==> config.mk <==
export PLATFORM = sky130hd
export DESIGN_NAME = btb_predictor_flat
export DESIGN_NICKNAME = d
export VERILOG_FILES = /design/src/rtl/btb_predictor_pkg.sv /design/src/rtl/btb_predictor_ifc.sv /design/src/rtl/btb_predictor_sat.sv /design/src/rtl/btb_predictor.sv /design/src/flat_wrapper.sv
export SDC_FILE = /design/constraint.sdc
export NUM_CORES = 1
export LEC_CHECK = 0
export CORE_ASPECT_RATIO = 1.4
export CORE_MARGIN = 4
export CORE_UTILIZATION = 35
export DETAILED_ROUTE_END_ITERATION = 10
export GPL_ROUTABILITY_DRIVEN = 0
export MAX_ROUTING_LAYER = met4
export PLACE_DENSITY_LB_ADDON = 0.05
export SYNTH_ARGS = -nofsm -noshare
export SYNTH_HDL_FRONTEND = slang
export SYNTH_SLANG_ARGS = --single-unit
==> constraint.sdc <==
create_clock -name clk -period 4.25 [get_ports clk]
set_input_delay 0.85 -clock clk [delete_from_list [all_inputs] [get_ports clk]]
set_output_delay 0.85 -clock clk [all_outputs]
set_load 0.05 [all_outputs]
==> src/rtl/btb_predictor_pkg.sv <==
// Shared types for the branch target buffer:
// 2-bit counter, BTB entry and mispredict compare.
package btb_predictor_pkg;

  localparam int PC_SIZE = 16;

  typedef enum logic [1:0] {
    CNT_SNT = 2'b00,
    CNT_WNT = 2'b01,
    CNT_WT  = 2'b10,
    CNT_ST  = 2'b11
  } cnt2_t;

  // tag holds pc >> IDX_W, zero-extended to PC_SIZE
  typedef struct packed {
    logic               valid;
    logic [PC_SIZE-1:0] tag;
    logic [PC_SIZE-1:0] target;
    cnt2_t              cnt;
  } btb_entry_t;

  function automatic logic is_mispredict(
    input logic               valid,
    input logic               pred_taken,
    input logic               fb_taken,
    input logic [PC_SIZE-1:0] pred_target,
    input logic [PC_SIZE-1:0] fb_target
  );
    return valid &&
      ((pred_taken != fb_taken) ||
       (fb_taken && pred_target != fb_target));
  endfunction

endpackage

==> src/rtl/btb_predictor_ifc.sv <==
// Prediction output and branch feedback
// bundles between fetch, hazard and resolve.
interface branch_predictor_output_ifc;
  import btb_predictor_pkg::*;
  logic               pc_override;
  logic [PC_SIZE-1:0] target;
  modport out (output pc_override, target);
  modport in  (input  pc_override, target);
endinterface

interface branch_feedback_ifc;
  import btb_predictor_pkg::*;
  logic               valid;
  logic [PC_SIZE-1:0] pc;
  logic [PC_SIZE-1:0] target;
  logic               predict_taken;
  logic               feedback_taken;
  logic [PC_SIZE-1:0] predict_target;
  logic [PC_SIZE-1:0] feedback_target;
  modport out (
    output valid, pc, target, predict_taken,
    feedback_taken, predict_target, feedback_target
  );
  modport in (
    input valid, pc, target, predict_taken,
    feedback_taken, predict_target, feedback_target
  );
endinterface

==> src/rtl/btb_predictor_sat.sv <==
// Saturating 2-bit taken/not-taken counter,
// next-state only.
module sat_counter2
  import btb_predictor_pkg::*;
(
  input  cnt2_t cur,
  input  logic  taken,
  output cnt2_t nxt
);

  always_comb begin
    nxt = cur;
    unique case (1'b1)
      taken && cur != CNT_ST:
        nxt = cnt2_t'(cur + 2'd1);
      !taken && cur != CNT_SNT:
        nxt = cnt2_t'(cur - 2'd1);
      default: ;
    endcase
  end

endmodule

==> src/rtl/btb_predictor.sv <==
// Direct-mapped BTB with 2-bit counters,
// zero-latency lookup and branch statistics.
module btb_predictor
  import btb_predictor_pkg::*;
#(
  parameter int BTB_ENTRIES = 16,
  parameter int CNT_W       = 16
) (
  input  logic               clk,
  input  logic               rst,
  input  logic               i_valid,
  input  logic [PC_SIZE-1:0] i_pc,
  branch_predictor_output_ifc.out o_pred,
  output logic               o_predict_taken,
  output logic [PC_SIZE-1:0] o_predict_target,
  branch_feedback_ifc.in     i_feedback,
  output logic [CNT_W-1:0]   o_branch_count,
  output logic [CNT_W-1:0]   o_mispredict_count
);

  localparam int IDX_W = $clog2(BTB_ENTRIES);
  localparam int TAG_W = PC_SIZE - IDX_W;

  logic [BTB_ENTRIES-1:0] valid_q;
  cnt2_t              cnt_q [BTB_ENTRIES];
  logic [TAG_W-1:0]   tag_q [BTB_ENTRIES];
  logic [PC_SIZE-1:0] tgt_q [BTB_ENTRIES];

  logic [IDX_W-1:0] rd_idx;
  logic [IDX_W-1:0] fb_idx;
  btb_entry_t       rd_ent;
  btb_entry_t       fb_ent;
  logic             rd_hit;
  logic             fb_hit;
  cnt2_t            cnt_nxt;
  logic             wr_alloc;
  logic             wr_tgt;
  logic             wr_cnt;
  logic             mispredict;

  assign rd_idx = i_pc[IDX_W-1:0];
  assign fb_idx = i_feedback.pc[IDX_W-1:0];

  always_comb begin
    rd_ent.valid  = valid_q[rd_idx];
    rd_ent.tag    = PC_SIZE'(tag_q[rd_idx]);
    rd_ent.target = tgt_q[rd_idx];
    rd_ent.cnt    = cnt_q[rd_idx];
    fb_ent.valid  = valid_q[fb_idx];
    fb_ent.tag    = PC_SIZE'(tag_q[fb_idx]);
    fb_ent.target = tgt_q[fb_idx];
    fb_ent.cnt    = cnt_q[fb_idx];
  end

  assign rd_hit = rd_ent.valid &&
    rd_ent.tag == PC_SIZE'(i_pc[PC_SIZE-1:IDX_W]);
  assign fb_hit = fb_ent.valid &&
    fb_ent.tag ==
      PC_SIZE'(i_feedback.pc[PC_SIZE-1:IDX_W]);

  // table reads see pre-update state
  assign o_predict_taken =
    i_valid && rd_hit && rd_ent.cnt >= CNT_WT;
  assign o_predict_target = rd_hit ?
    rd_ent.target : i_pc + PC_SIZE'(1);
  assign o_pred.pc_override = o_predict_taken;
  assign o_pred.target      = o_predict_target;

  sat_counter2 u_sat (
    .cur   (fb_ent.cnt),
    .taken (i_feedback.feedback_taken),
    .nxt   (cnt_nxt)
  );

  assign wr_cnt   = i_feedback.valid && fb_hit;
  assign wr_tgt   = i_feedback.valid &&
                    i_feedback.feedback_taken;
  assign wr_alloc = wr_tgt && !fb_hit;

  assign mispredict = is_mispredict(
    i_feedback.valid,
    i_feedback.predict_taken,
    i_feedback.feedback_taken,
    i_feedback.predict_target,
    i_feedback.feedback_target
  );

  always_ff @(posedge clk or posedge rst) begin
    if (rst) begin
      valid_q <= '0;
      for (int i = 0; i < BTB_ENTRIES; i++)
        cnt_q[i] <= CNT_SNT;
    end else begin
      if (wr_alloc) begin
        valid_q[fb_idx] <= 1'b1;
        cnt_q[fb_idx]   <= CNT_WT;
      end else if (wr_cnt) begin
        cnt_q[fb_idx]   <= cnt_nxt;
      end
    end
  end

  // tag/target are qualified by valid_q
  always_ff @(posedge clk) begin
    if (wr_tgt)
      tgt_q[fb_idx] <= i_feedback.target;
    if (wr_alloc)
      tag_q[fb_idx] <=
        i_feedback.pc[PC_SIZE-1:IDX_W];
  end

  always_ff @(posedge clk or posedge rst) begin
    if (rst) begin
      o_branch_count     <= '0;
      o_mispredict_count <= '0;
    end else begin
      if (i_feedback.valid &&
          o_branch_count != '1)
        o_branch_count <=
          o_branch_count + CNT_W'(1);
      if (mispredict &&
          o_mispredict_count != '1)
        o_mispredict_count <=
          o_mispredict_count + CNT_W'(1);
    end
  end

endmodule
==> src/flat_wrapper.sv <==
// flat-port wrapper written by rule: the top's interface ports become plain ports
module btb_predictor_flat import btb_predictor_pkg::*;
#(
  parameter int BTB_ENTRIES = 16,
  parameter int CNT_W       = 16
)
  (clk, rst, i_valid, i_pc, o_predict_taken, o_predict_target, o_branch_count, o_mispredict_count, o_pred_pc_override, o_pred_target, i_feedback_valid, i_feedback_pc, i_feedback_target, i_feedback_predict_taken, i_feedback_feedback_taken, i_feedback_predict_target, i_feedback_feedback_target);
  branch_predictor_output_ifc o_pred_i ();
  branch_feedback_ifc i_feedback_i ();
  input  logic clk;
  input  logic rst;
  input  logic i_valid;
  input  logic [PC_SIZE-1:0] i_pc;
  output logic o_predict_taken;
  output logic [PC_SIZE-1:0] o_predict_target;
  output logic [CNT_W-1:0] o_branch_count;
  output logic [CNT_W-1:0] o_mispredict_count;
  output wire logic [$bits(o_pred_i.pc_override)-1:0] o_pred_pc_override;
  output wire logic [$bits(o_pred_i.target)-1:0] o_pred_target;
  input wire logic [$bits(i_feedback_i.valid)-1:0] i_feedback_valid;
  input wire logic [$bits(i_feedback_i.pc)-1:0] i_feedback_pc;
  input wire logic [$bits(i_feedback_i.target)-1:0] i_feedback_target;
  input wire logic [$bits(i_feedback_i.predict_taken)-1:0] i_feedback_predict_taken;
  input wire logic [$bits(i_feedback_i.feedback_taken)-1:0] i_feedback_feedback_taken;
  input wire logic [$bits(i_feedback_i.predict_target)-1:0] i_feedback_predict_target;
  input wire logic [$bits(i_feedback_i.feedback_target)-1:0] i_feedback_feedback_target;
  assign o_pred_pc_override = o_pred_i.pc_override;
  assign o_pred_target = o_pred_i.target;
  assign i_feedback_i.valid = i_feedback_valid;
  assign i_feedback_i.pc = i_feedback_pc;
  assign i_feedback_i.target = i_feedback_target;
  assign i_feedback_i.predict_taken = i_feedback_predict_taken;
  assign i_feedback_i.feedback_taken = i_feedback_feedback_taken;
  assign i_feedback_i.predict_target = i_feedback_predict_target;
  assign i_feedback_i.feedback_target = i_feedback_feedback_target;
  btb_predictor #(.BTB_ENTRIES(BTB_ENTRIES), .CNT_W(CNT_W)) u_core (.clk(clk), .rst(rst), .i_valid(i_valid), .i_pc(i_pc), .o_pred(o_pred_i), .o_predict_taken(o_predict_taken), .o_predict_target(o_predict_target), .i_feedback(i_feedback_i), .o_branch_count(o_branch_count), .o_mispredict_count(o_mispredict_count));
endmodule
### Word-level counts from Yosys, hierarchy flattened

Memory sizes are Yosys's and may differ from the RTL's.
Cells that the tools add are included.

* shifts and indexed selects: 0
* $lt $le $gt $ge: 7
* equal/unequal tests: 7
* add/sub/neg operators: 5
* bitwise gates (word level): 6
* reductions and logical operators: 20
* multipliers: 0
* mux-type cells: 23
* div/mod/pow operators: 0

Operator list (count)
* $mux W32: 2
* $add A16 B1 Y16 const B: 3
* $bwmux W32: 1
* $ne A16 B16 Y1 const B: 2
* $or A16 B16 Y16: 2
* $eq A12 B12 Y1: 2
* $and A16 B16 Y16: 1
* $bmux W2 S4: 2
* $mux W16: 1
* $ne A16 B16 Y1: 1
* $not A16 Y16: 1
* $logic_and A1 B1 Y1: 15
* $ge A5 B5 Y1 const B: 2
* $lt A4 B5 Y1 const B: 2
* $mux W2: 5
* $not A4 Y5: 2
* $bmux W1 S4: 2
* $demux W2 S4: 1
* $mux W1: 7
* $lt A5 B1 Y1 const B: 1
* $demux W1 S4: 1
* $ge A4 B1 Y1 const B: 1
* $pmux W2 S2: 1
* $reduce_bool A2 Y1: 2
* 7 further kinds: 8

* output and inout port bits: 66
* input bits: 86
* memories: 2
* bits in registers: 80
* bits in latches: 0
* ROM bits: 0
* memory bits (writable): 448
* word-level logic and storage cells: 89

Memories
* u_core.tgt_q: depth 16, bits a word 16, read ports 1, clocked after memory_dff 0, write ports 1, RTL line btb_predictor.sv:27 `logic [PC_SIZE-1:0] tgt_q [BTB_ENTRIES];`
* u_core.tag_q: depth 16, bits a word 12, read ports 2, clocked after memory_dff 0, write ports 1, RTL line btb_predictor.sv:26 `logic [TAG_W-1:0] tag_q [BTB_ENTRIES];`

### Logic depth before layout (Yosys ltp)

Gate-level depths: netlist (run 1).

* word-level depth: 10
* gate-level depth with buffers: 13

### By module

A second synthesis (run 1) with hierarchy kept.

* cells, all modules: 1316
* area total of the unflattened synthesis: 23919.2 um^2

By module, submodules not included
* btb_predictor: area an instance 23894.2 um^2, instances 1, sequential area each 15454.8 um^2, cells an instance 1311
* sat_counter2: area an instance 25.0 um^2, instances 1, sequential area each 0.0 um^2, cells an instance 5

### Worst setup path before layout (run 1)

OpenSTA, ideal clock, no wires.

* path kind: input port to output port
* start: input port i_pc[0]
* end: output port o_predict_target[15]
* stages on the path: 11
* path buffers: 4
* setup slack: -0.667 ns
* arrival: 4.067 ns
* cells stage by stage: clkbuf_1 buf_2 mux4_2 mux4_2 xnor2_1 nand4_1 nor4_2 buf_2 nand2_1 o21ai_1 buf_4

* longest elaborated chain between the ends: 4
* elaborated cells between the ends (all ways): 8

Ends and longest elaborated chain
* from (decl): RTL line flat_wrapper.sv:13 `input logic [PC_SIZE-1:0] i_pc;`
* $mem_v2 Z16 W12 / $bmux W1 S4 (equally long branches)
* $eq A12 B12 Y1 / $mux W1 (equally long branches): RTL line btb_predictor.sv:56, btb_predictor.sv:45
* $logic_and A1 B1 Y1: RTL line btb_predictor.sv:55 `assign rd_hit = rd_ent.valid &&`
* $mux W16 (*): RTL line btb_predictor.sv:64 `assign o_predict_target = rd_hit ?`
* to (decl): RTL line flat_wrapper.sv:15 `output logic [PC_SIZE-1:0] o_predict_target;`

Every way passes the cells marked *; elsewhere a longest branch is shown, timed or not. The select of a mux whose other input is x is not followed.

### Worst setup path in the final report (run 1)

* start: input port i_pc[0]
* end: output port o_pred_target[1]

* longest elaborated chain between the ends: 4
* elaborated cells between the ends (all ways): 8

Ends and longest elaborated chain
* $mem_v2 Z16 W12 / $bmux W1 S4 (equally long branches)
* $eq A12 B12 Y1 / $mux W1 (equally long branches): RTL line btb_predictor.sv:56, btb_predictor.sv:45
* $logic_and A1 B1 Y1: RTL line btb_predictor.sv:55
* $mux W16 (*): RTL line btb_predictor.sv:64
* to (decl): RTL line flat_wrapper.sv:19 `output wire logic [$bits(o_pred_i.target)-1:0] o_pred_target;`

Marks and branches as above.

==> impl_metrics.py, run 1 <==
metrics = {
    "status": {
        "status": "finished, violations left",
        "violations": "setup timing",
    },
    "timing": {
        "slew_headroom": 0.4277,
        "period_share": 1.072,
        "final_hold_viol_count": 0,
        "slew_viol_final": 0,
        "period_minus_slack_ps": 4558,
        "fmax_mhz": 219.4,
        "setup_ws_ps": -307.8,
        "hold_ws_ps": 489.1,
        "skew_ps": 14.42,
        "worst_pin_slew_ps": 857.5,
        "setup_viol": 34,
        "setup_tns_ps": -8575,
        "rsz0062_at_grt": "true",
    },
    "clocking": {
        "h-tree-depth": 2,
        "cts_tree": "yes",
        "clock_latency_ps": 620,
        "cts_inserted_buffers": 54,
        "path_clk_slew_ps": 60,
        "cts.sinks": 528,
        "clk_path_buf_depth": 3,
        "clockRootBuffer": "clkbuf_16",
    },
    "worst_setup_path": {
        "start_kind": "primary input",
        "cp.arrival_ps": 3710,
        "criticalPathCategory": "in2out",
        "cp-startpoint": "i_pc[0]",
        "crit_required_ps": 3400,
        "r2r-start": "u_core.tag_q[7][10]$_DFFE_PP_",
        "cp-end-kind": "output port",
        "worstPathMaxFanout": 7,
    },
    "finish": {
        "final-seq-area_mm2": 0.01545,
        "area_growth_syn_to_layout_pct": 26.07,
        "multiInputGateArea_mm2": 0.008190,
        "post-route-util": 0.4450,
        "final_nets": 1712,
        "num_antenna_cells": 0,
        "layout_common_cells": "448 x edfxtp_1, 201 x mux4_2, 110 x clkdlybuf4s50_1",
        "layout_commonest_cell": "edfxtp_1",
        "layoutNonFillerInstCount": 2531,
        "fill_cells": 5943,
        "final_area_mm2": 0.03020,
        "drive_gt1_frac": 0.3415,
    },
    "yosys": {
        "ys_seq_area_frac": 0.6451,
        "synth_flop_cell": "edfxtp_1",
        "synth_cells": 1350,
        "synth_seq_cells": 528,
        "synth_edf_count": 448,
        "synthesis.area_mm2": 0.02396,
        "async_flop_share": 0.1515,
        "syn_area_per_cell_um2": 17.75,
        "ys_warn_count": 0,
        "synth_fp_nets": 1439,
        "synth_cell_type_count": 62,
    },
    "place": {
        "placed_area_mm2": 0.02815,
        "pre_cts_ws_ps": -412.4,
        "dp.cells": 2422,
        "portBuffers": 151,
        "hpwl_um": 47270,
    },
    "die": {
        "core_area_mm2": 0.06787,
        "die_w_um": 229.1,
        "floorplan.initialDensity": 0.3530,
        "die_area_mm2": 0.07276,
        "pin_count": 152,
        "dieHeight_um": 317.6,
        "rows": 113,
    },
    "route": {
        "wire_per_inst_um": 28.03,
        "wirelength_um": 70950,
        "vias": 13600,
        "vias_per_cell": 5.373,
        "first_iter_violations": 890,
        "drc_errors": 0,
        "drt-pass1-iter-count": 5,
        "antenna_left": 0,
    },
    "global_routing": {
        "gr-usage-all-layers": 0.1994,
        "grt_pass1_wl_um": 103300,
        "grt_pass1_vias": 14780,
        "overflow": 0,
        "antenna_found_initial": 1,
        "grt_max_degree": 48,
    },
    "pwr": {
        "powerDensity_mw_per_mm2": 412.7,
        "p_leak_nw": 10.47,
        "irDropWorstVdd_mv": 0.3325,
        "p_total_mw": 12.46,
    },
    "run": {
        "maxCapViolations": 0,
    },
    "hold_path": {
        "worstHoldStart": "u_core.o_branch_count[7]$_DFFE_PP0P_",
        "hold_class": "reg2reg",
    },
}
[synthesized netlist by cell type (all sizes together) (5+ instances only)]
cell | n | area share
a21oi | 15 | 0.0033
a31o | 13 | 0.0048
a31oi | 13 | 0.0034
and3 | 7 | 0.0018
and4 | 5 | 0.0018
buf | 71 | 0.019
clkbuf | 22 | 0.0034
dfrtp | 80 | 0.084
edfxtp | 448 | 0.56
inv | 23 | 0.0036
mux2 | 9 | 0.0042
mux2i | 36 | 0.015
mux4 | 201 | 0.19
nand2 | 92 | 0.015
nand2b | 13 | 0.0034
nand3 | 23 | 0.0048
nand4 | 18 | 0.0047
nor2 | 61 | 0.0096
nor2b | 5 | 0.0013
nor3 | 7 | 0.0015
o21ai | 25 | 0.0052
o21bai | 16 | 0.0050
or2 | 5 | 0.0013
xnor2 | 57 | 0.021
xor2 | 33 | 0.012
[cells by family after synthesis]
group | count (synthesis) | share of synthesized area
DFF | 528 | 0.6451
and+or+nand+nor | 253 | 0.05353
muxes | 246 | 0.2082
buffers and inverters | 117 | 0.02611
AOI/OAI and AO/OA | 111 | 0.03170
xor gates and xnor gates | 90 | 0.03290
adders and majority gates | 5 | 0.002403
[power breakdown]
part,total [mW],switching [mW],internal [mW],leakage (nW)
Clock,4.76,2.04,2.72,0.879
Sequential,5.96,0.156,5.81,5.05
Combinational,1.74,0.945,0.796,4.54
[worst max-delay path, stage by stage]
cell and delay (ps):
clkbuf_16 160, buf_6 130, mux4_2 490, mux4_2 540
xnor2_1 170, nand4_1 240, nor4_4 280, buf_6 160
buf_12 160, mux2_4 340, buf_6 160
[layout make-up]
type                       count  area share
clock inverter                31    0.008824
clock buffer                  71     0.04955
inverter                      24    0.003024
timing repair buffer         310      0.1200
multi-input combinational    705      0.2712
tap                          862     0.03571
sequential                   528      0.5117
[per-layer routing]
| metal | global-route usage | wire (µm) |
|---|---|---|
| met1 | 0.2399 | 28410 |
| met2 | 0.3570 | 38350 |
| met3 | 0.02471 | 2403 |
| met4 | 0.05061 | 1788 |
| met5 | - | 0 |
[flip-flops by register name, indices dropped and copies added (netlist names)]
register                   cells
u_core.tag_q                 192
u_core.o_branch_count         16
u_core.tgt_q                 256
u_core.cnt_q                  32
u_core.valid_q                16
u_core.o_mispredict_count     16
[what timing repair did]
item / 4_1_cts / 5_1_grt
hold buffers: 0 / 0
setup endpoints to repair: 34 / 34
resized for setup: 24 / 7
pin swaps: 6 / 6
buffers inserted: 2 / 0
gates cloned: 1 / 4
[final timing paths]
| check | endpoint | slack, ps | depth (start not counted) |
|---|---|---|---|
| max in group asynchronous | u_core.cnt_q[5]$_DFFE_PP0P_ | 2760 | 3 |
| worst min register to register | u_core.o_branch_count[7]$_DFFE_PP0P_ | 490 | 1 |
| worst max register to register | u_core.tag_q[1][4]$_DFFE_PP_ | 1010 | 10 |
| min in group asynchronous | u_core.cnt_q[2]$_DFFE_PP0P_ | 710 | 2 |
| worst max-delay path | o_pred_target[1] | -310 | 11 |
| worst min-delay path | u_core.o_branch_count[7]$_DFFE_PP0P_ | 490 | 1 |
Power figures use the tool's default switching activity.
==> run 2: changes to the inputs <==
- CORE_ASPECT_RATIO: 1.4 -> 1.5
==> run 2 against run 1 <==
Sequential cell count is the same. Clock skew is 15 ps higher. The run still ends with setup timing left. Worst setup slack barely moved. Via count grew 0.58%.
==> impl_metrics.py, run 2 (synthesis gave the netlist of run 1 again) <==
metrics = {
    "worst_setup_path": {
        "criticalPathCategory": "in2out",
        "cp.arrival_ps": 3710,
        "start_kind": "primary input",
        "worstPathMaxFanout": 8,
        "r2r-start": "u_core.tag_q[11][3]$_DFFE_PP_",
        "cpPeakStageDelay_ps": 520,
        "cp.buffers_inverters": 6,
        "crit_required_ps": 3400,
        "crit_chain": "clkbuf_16 -> buf_12 -> buf_4 -> mux4_2 -> mux4_2 -> xnor2_1 -> nand2_1 -> nor4_4 -> buf_6 -> buf_12 -> mux2_4 -> buf_4",
        "cp-end-kind": "output port",
        "cp-startpoint": "i_pc[0]",
        "crit_slowest_cell": "mux4_2",
        "cpLargestDelayFamily": "multiplexers",
    },
    "finish": {
        "layout_commonest_cell": "edfxtp_1",
        "top_regs": "u_core.tgt_q: 256 flops, u_core.tag_q: 192 flops, u_core.cnt_q: 32 flops",
        "area_growth_syn_to_layout_pct": 26.09,
        "largest_reg_flops": 256,
        "num_antenna_cells": 0,
        "final_area_mm2": 0.03021,
        "layout_common_cells": "448 x edfxtp_1, 201 x mux4_2, 115 x buf_4",
        "drive_gt1_frac": 0.3361,
        "top_register": "u_core.tgt_q",
        "final_nets": 1708,
    },
    "global_routing": {
        "grt_pass1_vias": 14590,
        "overflow": 0,
        "grt_max_degree": 54,
        "antenna_found_initial": 0,
        "grt_pass1_wl_um": 103800,
        "gr-usage-all-layers": 0.2000,
    },
    "clocking": {
        "clockRootBuffer": "clkbuf_16",
        "cts_inserted_buffers": 52,
        "cts_hold_buf": 0,
        "cts_tree": "yes",
        "clk_path_buf_depth": 3,
        "h-tree-depth": 2,
        "cts.sinks": 528,
        "clock_latency_ps": 620,
        "path_clk_slew_ps": 60,
    },
    "die": {
        "dieHeight_um": 328.4,
        "floorplan.initialDensity": 0.3527,
        "pin_count": 152,
        "die_area_mm2": 0.07278,
        "core_area_mm2": 0.06793,
        "rows": 117,
        "die_w_um": 221.6,
    },
    "status": {
        "status": "finished, violations left",
        "violations": "setup timing",
    },
    "route": {
        "m1WireLength_um": 28110,
        "drc_errors": 0,
        "routed.top_layer": "met4",
        "vias_per_cell": 5.353,
        "antenna_left": 0,
        "met2WireLength_um": 39160,
        "wire_per_inst_um": 27.90,
        "drt-pass1-iter-count": 5,
        "first_iter_violations": 863,
        "wirelength_um": 71280,
        "wl_met3_um": 2637,
        "vias": 13680,
    },
    "timing": {
        "hold_ws_ps": 493.2,
        "slew_viol_final": 0,
        "setup_ws_ps": -307.8,
        "slew_headroom": 0.3285,
        "rsz0062_at_grt": "true",
        "period_share": 1.072,
        "setup_viol": 34,
        "period_minus_slack_ps": 4558,
        "skew_ps": 29.49,
        "worst_pin_slew_ps": 1007,
        "final_hold_viol_count": 0,
        "fmax_mhz": 219.4,
    },
    "pwr": {
        "clkPwrFrac": 0.387,
        "p_leak_nw": 10.45,
        "p_seq_frac": 0.474,
        "irDropWorstVdd_mv": 0.2516,
        "p_total_mw": 12.59,
        "powerDensity_mw_per_mm2": 416.7,
        "p_int_mw": 9.472,
        "p_switching_mw": 3.116,
        "p_sw_frac": 0.2475,
        "share_comb_of_total_power": 0.139,
    },
    "hold_path": {
        "worstHoldStart": "u_core.o_mispredict_count[5]$_DFFE_PP0P_",
        "hold_class": "reg2reg",
    },
    "place": {
        "placed_area_mm2": 0.02821,
        "hpwl_um": 47730,
        "portBuffers": 151,
    },
    "run": {
        "maxCapViolations": 0,
    },
}
[run 2: per-stage QoR]
step	instances	utilization	setup slack, ps	TNS (ps)
CTS	2556	0.4451	-345.8	-10430
global placement	2449	0.4153	-419.4	-12120
floorplan	1350	-	-93.56	-1242
finish	2555	0.4447	-307.8	-8258
detailed placement	2449	0.4153	-409.2	-11800
global route	2555	0.4447	-431.2	-12620
[run 2: final timing paths]
kind | to | depth (start not counted) | slack, ps
min reg2reg | u_core.o_mispredict_count[5]$_DFFE_PP0P_ | 1 | 490
max in group asynchronous | u_core.o_branch_count[11]$_DFFE_PP0P_ | 3 | 2700
max reg2reg | u_core.tag_q[9][9]$_DFFE_PP_ | 10 | 1080
max | o_pred_target[1] | 12 | -310
min in group asynchronous | u_core.o_mispredict_count[3]$_DFFE_PP0P_ | 2 | 770
min | u_core.o_mispredict_count[5]$_DFFE_PP0P_ | 1 | 490
[run 2: power by group through the flow]
stage               logic, mW  registers (mW)  clock network [mW]
CTS                      1.78            5.96                5.00
finish                   1.75            5.96                4.87
floorplan               0.868            6.23                   0
detailed placement       1.76            6.07                   0
global placement         1.75            6.06                   0
global route             1.86            5.98                5.20
[run 2: timing repair]
action | CTS | global route
gates resized for setup | 14 | 1
gates cloned | 2 | 0
pin swaps | 0 | 7
setup buffers | 9 | 0
endpoints found under the setup margin | 34 | 34
[run 2: area by class of cell]
class                           count  area (µm²)
Multi-Input combinational cell    705        8190
Inverter                           24       91.34
Clock buffer                       63        1385
Tap cell                          892        1116
Fill cell                        6003       37720
Sequential cell                   528       15450
Clock inverter                     35       396.6
Timing Repair Buffer              308        3572
[run 2: layer usage]
metal,vias to the layer above,global-route usage
met5,-,-
met1,7316,0.2365
met4,0,0.04506
met3,79,0.02687
li1,5951,-
met2,331,0.3659
==> run 3: changes to the inputs <==
- ABC_CLOCK_PERIOD_IN_PS: not set -> 4250
- CORE_UTILIZATION: 35 -> 40
==> run 3 against run 2 <==
The flow still finishes with violations (setup timing). Die area down 12%. Core utilization grew 6.3 points. Global-route usage up 2.2 points. Sequential power hardly changed. Worst setup slack got worse by 72 ps. Total power decreased by 1.4%. Critical path depth is the same. Clock power decreased by 3%. Largest cell class unchanged.
==> impl_metrics.py, run 3 (synthesis gave the netlist of run 1 again) <==
metrics = {
    "worst_setup_path": {
        "reg2reg_depth": 9,
        "r2r_slack_ps": 1050,
        "cp-end-kind": "output port",
        "worstPathMaxFanout": 8,
        "r2r-start": "u_core.tag_q[10][6]$_DFFE_PP_",
        "crit_required_ps": 3400,
        "reg2reg_to": "u_core.tag_q[5][3]$_DFFE_PP_",
        "criticalPathCategory": "in2out",
        "start_kind": "primary input",
        "cp.arrival_ps": 3780,
    },
    "place": {
        "portBuffers": 151,
        "hpwl_um": 46060,
    },
    "route": {
        "wire_per_inst_um": 28.41,
        "first_iter_violations": 934,
        "antenna_left": 0,
        "wirelength_um": 69170,
        "vias_per_cell": 5.628,
        "vias": 13710,
        "drc_errors": 0,
        "drt-pass1-iter-count": 7,
    },
    "global_routing": {
        "met3_usage": 0.03016,
        "gr-usage-all-layers": 0.2219,
        "grt_pass1_vias": 14710,
        "grt-busiest-layer": "met2",
        "antenna_found_initial": 0,
        "use_met1": 0.2608,
        "grt_pass1_wl_um": 101400,
        "grt_max_degree": 49,
        "grt_use_met2": 0.3967,
        "overflow": 0,
    },
    "pwr": {
        "p_sw_frac": 0.2487,
        "clkPwrFrac": 0.379,
        "irDropWorstVdd_mv": 0.3000,
        "p_switching_mw": 3.088,
        "p_seq_frac": 0.479,
        "share_comb_of_total_power": 0.142,
        "p_int_mw": 9.329,
        "powerDensity_mw_per_mm2": 412.8,
        "p_leak_nw": 10.50,
    },
    "clocking": {
        "cts_hold_buf": 0,
        "path_clk_slew_ps": 60,
        "clk_path_buf_depth": 3,
        "cts_inserted_buffers": 52,
        "cts.sinks": 528,
        "clockRootBuffer": "clkbuf_16",
        "clock_latency_ps": 600,
        "h-tree-depth": 2,
        "cts_tree": "yes",
    },
    "hold_path": {
        "whs_path_depth": 1,
        "worstHoldStart": "u_core.valid_q[2]$_DFFE_PP0N_",
        "hold_end": "u_core.valid_q[2]$_DFFE_PP0N_",
        "hold_class": "reg2reg",
    },
    "die": {
        "die_area_mm2": 0.06395,
        "floorplan.initialDensity": 0.4047,
        "dieHeight_um": 307.7,
        "rows": 109,
        "pin_count": 152,
        "die_w_um": 207.8,
        "core_area_mm2": 0.05919,
    },
    "finish": {
        "top_regs": "u_core.tgt_q: 256 flops, u_core.tag_q: 192 flops, u_core.cnt_q: 32 flops",
        "num_antenna_cells": 0,
        "multiInputGateArea_mm2": 0.008217,
        "largest_reg_flops": 256,
        "final-seq-area_mm2": 0.01545,
        "layout_common_cells": "448 x edfxtp_1, 201 x mux4_2, 110 x clkdlybuf4s50_1, 110 x buf_4, 80 x dfrtp_1",
        "layout_commonest_cell": "edfxtp_1",
        "area_growth_syn_to_layout_pct": 25.55,
        "drive_gt1_frac": 0.3323,
        "final_nets": 1710,
        "top_register": "u_core.tgt_q",
        "fill_cells": 4915,
    },
    "timing": {
        "fmax_mhz": 216.0,
        "worst_pin_slew_ps": 912.6,
        "final_hold_viol_count": 0,
        "setup_tns_ps": -11230,
        "period_share": 1.089,
        "hold_ws_ps": 497.2,
        "slew_viol_final": 0,
        "period_minus_slack_ps": 4630,
        "setup_ws_ps": -379.7,
        "slew_headroom": 0.3916,
        "skew_ps": 21.96,
        "setup_viol": 34,
        "rsz0062_at_grt": "true",
    },
    "status": {
        "violations": "setup timing",
        "status": "finished, violations left",
    },
    "run": {
        "maxCapViolations": 0,
    },
}
run 3: cell count changes in the layout (fill, tap and decap cells not counted), moves of 5 or more:
cell	change
nor2_1	+16
buf_4	-5
clkinv_1	-5
nand2_4	+6
nor2_2	-16
run 3: worst max-delay path by stage:
| stage | startpoint | end | slack [ps] | depth (start not counted) |
|---|---|---|---|---|
| finish | i_pc[0] | o_predict_target[1] | -380 | 12 |
| global route | i_pc[0] | o_predict_target[1] | -440 | 12 |
| CTS | i_pc[0] | o_predict_target[1] | -450 | 11 |
| detailed placement | i_pc[0] | o_pred_target[15] | -720 | 12 |
| global placement | i_pc[0] | o_predict_target[1] | -760 | 10 |
| floorplan | i_pc[0] | o_predict_target[0] | -90 | 11 |
run 3: critical path, stage by stage:
cell and delay (ps):
clkbuf_16 150, buf_16 140, buf_12 130, mux4_2 490, mux4_2 550, xnor2_2 170
nand3_2 160, nor4_4 310, buf_6 140, buf_12 160, mux2_4 330, buf_6 160
run 3: final cells by class:
| class | instances | area share |
|---|---|---|
| clock inverters | 29 | 0.01119 |
| clock buffers | 62 | 0.04551 |
| flip-flops and latches | 528 | 0.5138 |
| repair buffers | 310 | 0.1209 |
| multi-input cells | 705 | 0.2732 |
| well taps | 777 | 0.03232 |
| inverters | 24 | 0.003037 |
run 3: per-layer routing:
metal	vias to the layer above	share of wire
met4	0	0.036
met1	7250	0.38
li1	5947	-
met2	385	0.54
met3	123	0.041
met5	-	0
run 3: power groups by stage:
stage | combinational [mW] | sequential [mW] | clock (mW)
6_report | 1.76 | 5.95 | 4.70
3_3_place_gp | 1.74 | 6.05 | 0
2_1_floorplan | 0.868 | 6.23 | 0
3_5_place_dp | 1.75 | 6.06 | 0
5_1_grt | 1.86 | 5.98 | 5.04
4_1_cts | 1.78 | 5.95 | 4.82
run 3: timing repair:
item                       4_1_cts  5_1_grt
setup endpoints to repair       34       34
resized for setup               25       10
pin swaps                        4        6
cloned                           3        0
setup buffers                    9        0
hold endpoints to repair         0        0
run 3: per-stage QoR:
step | utilization | area, µm² | power (mW) | setup WS, ps | cells
after floorplan | - | 24330 | 7.095 | -93.56 | 1350
after global placement | 0.4734 | 28020 | 7.789 | -756.2 | 2332
after detailed placement | 0.4734 | 28020 | 7.811 | -717.1 | 2332
after CTS | 0.5074 | 30030 | 12.55 | -454.4 | 2435
after global routing | 0.5082 | 30080 | 12.88 | -439.8 | 2435
final | 0.5082 | 30080 | 12.42 | -379.7 | 2435
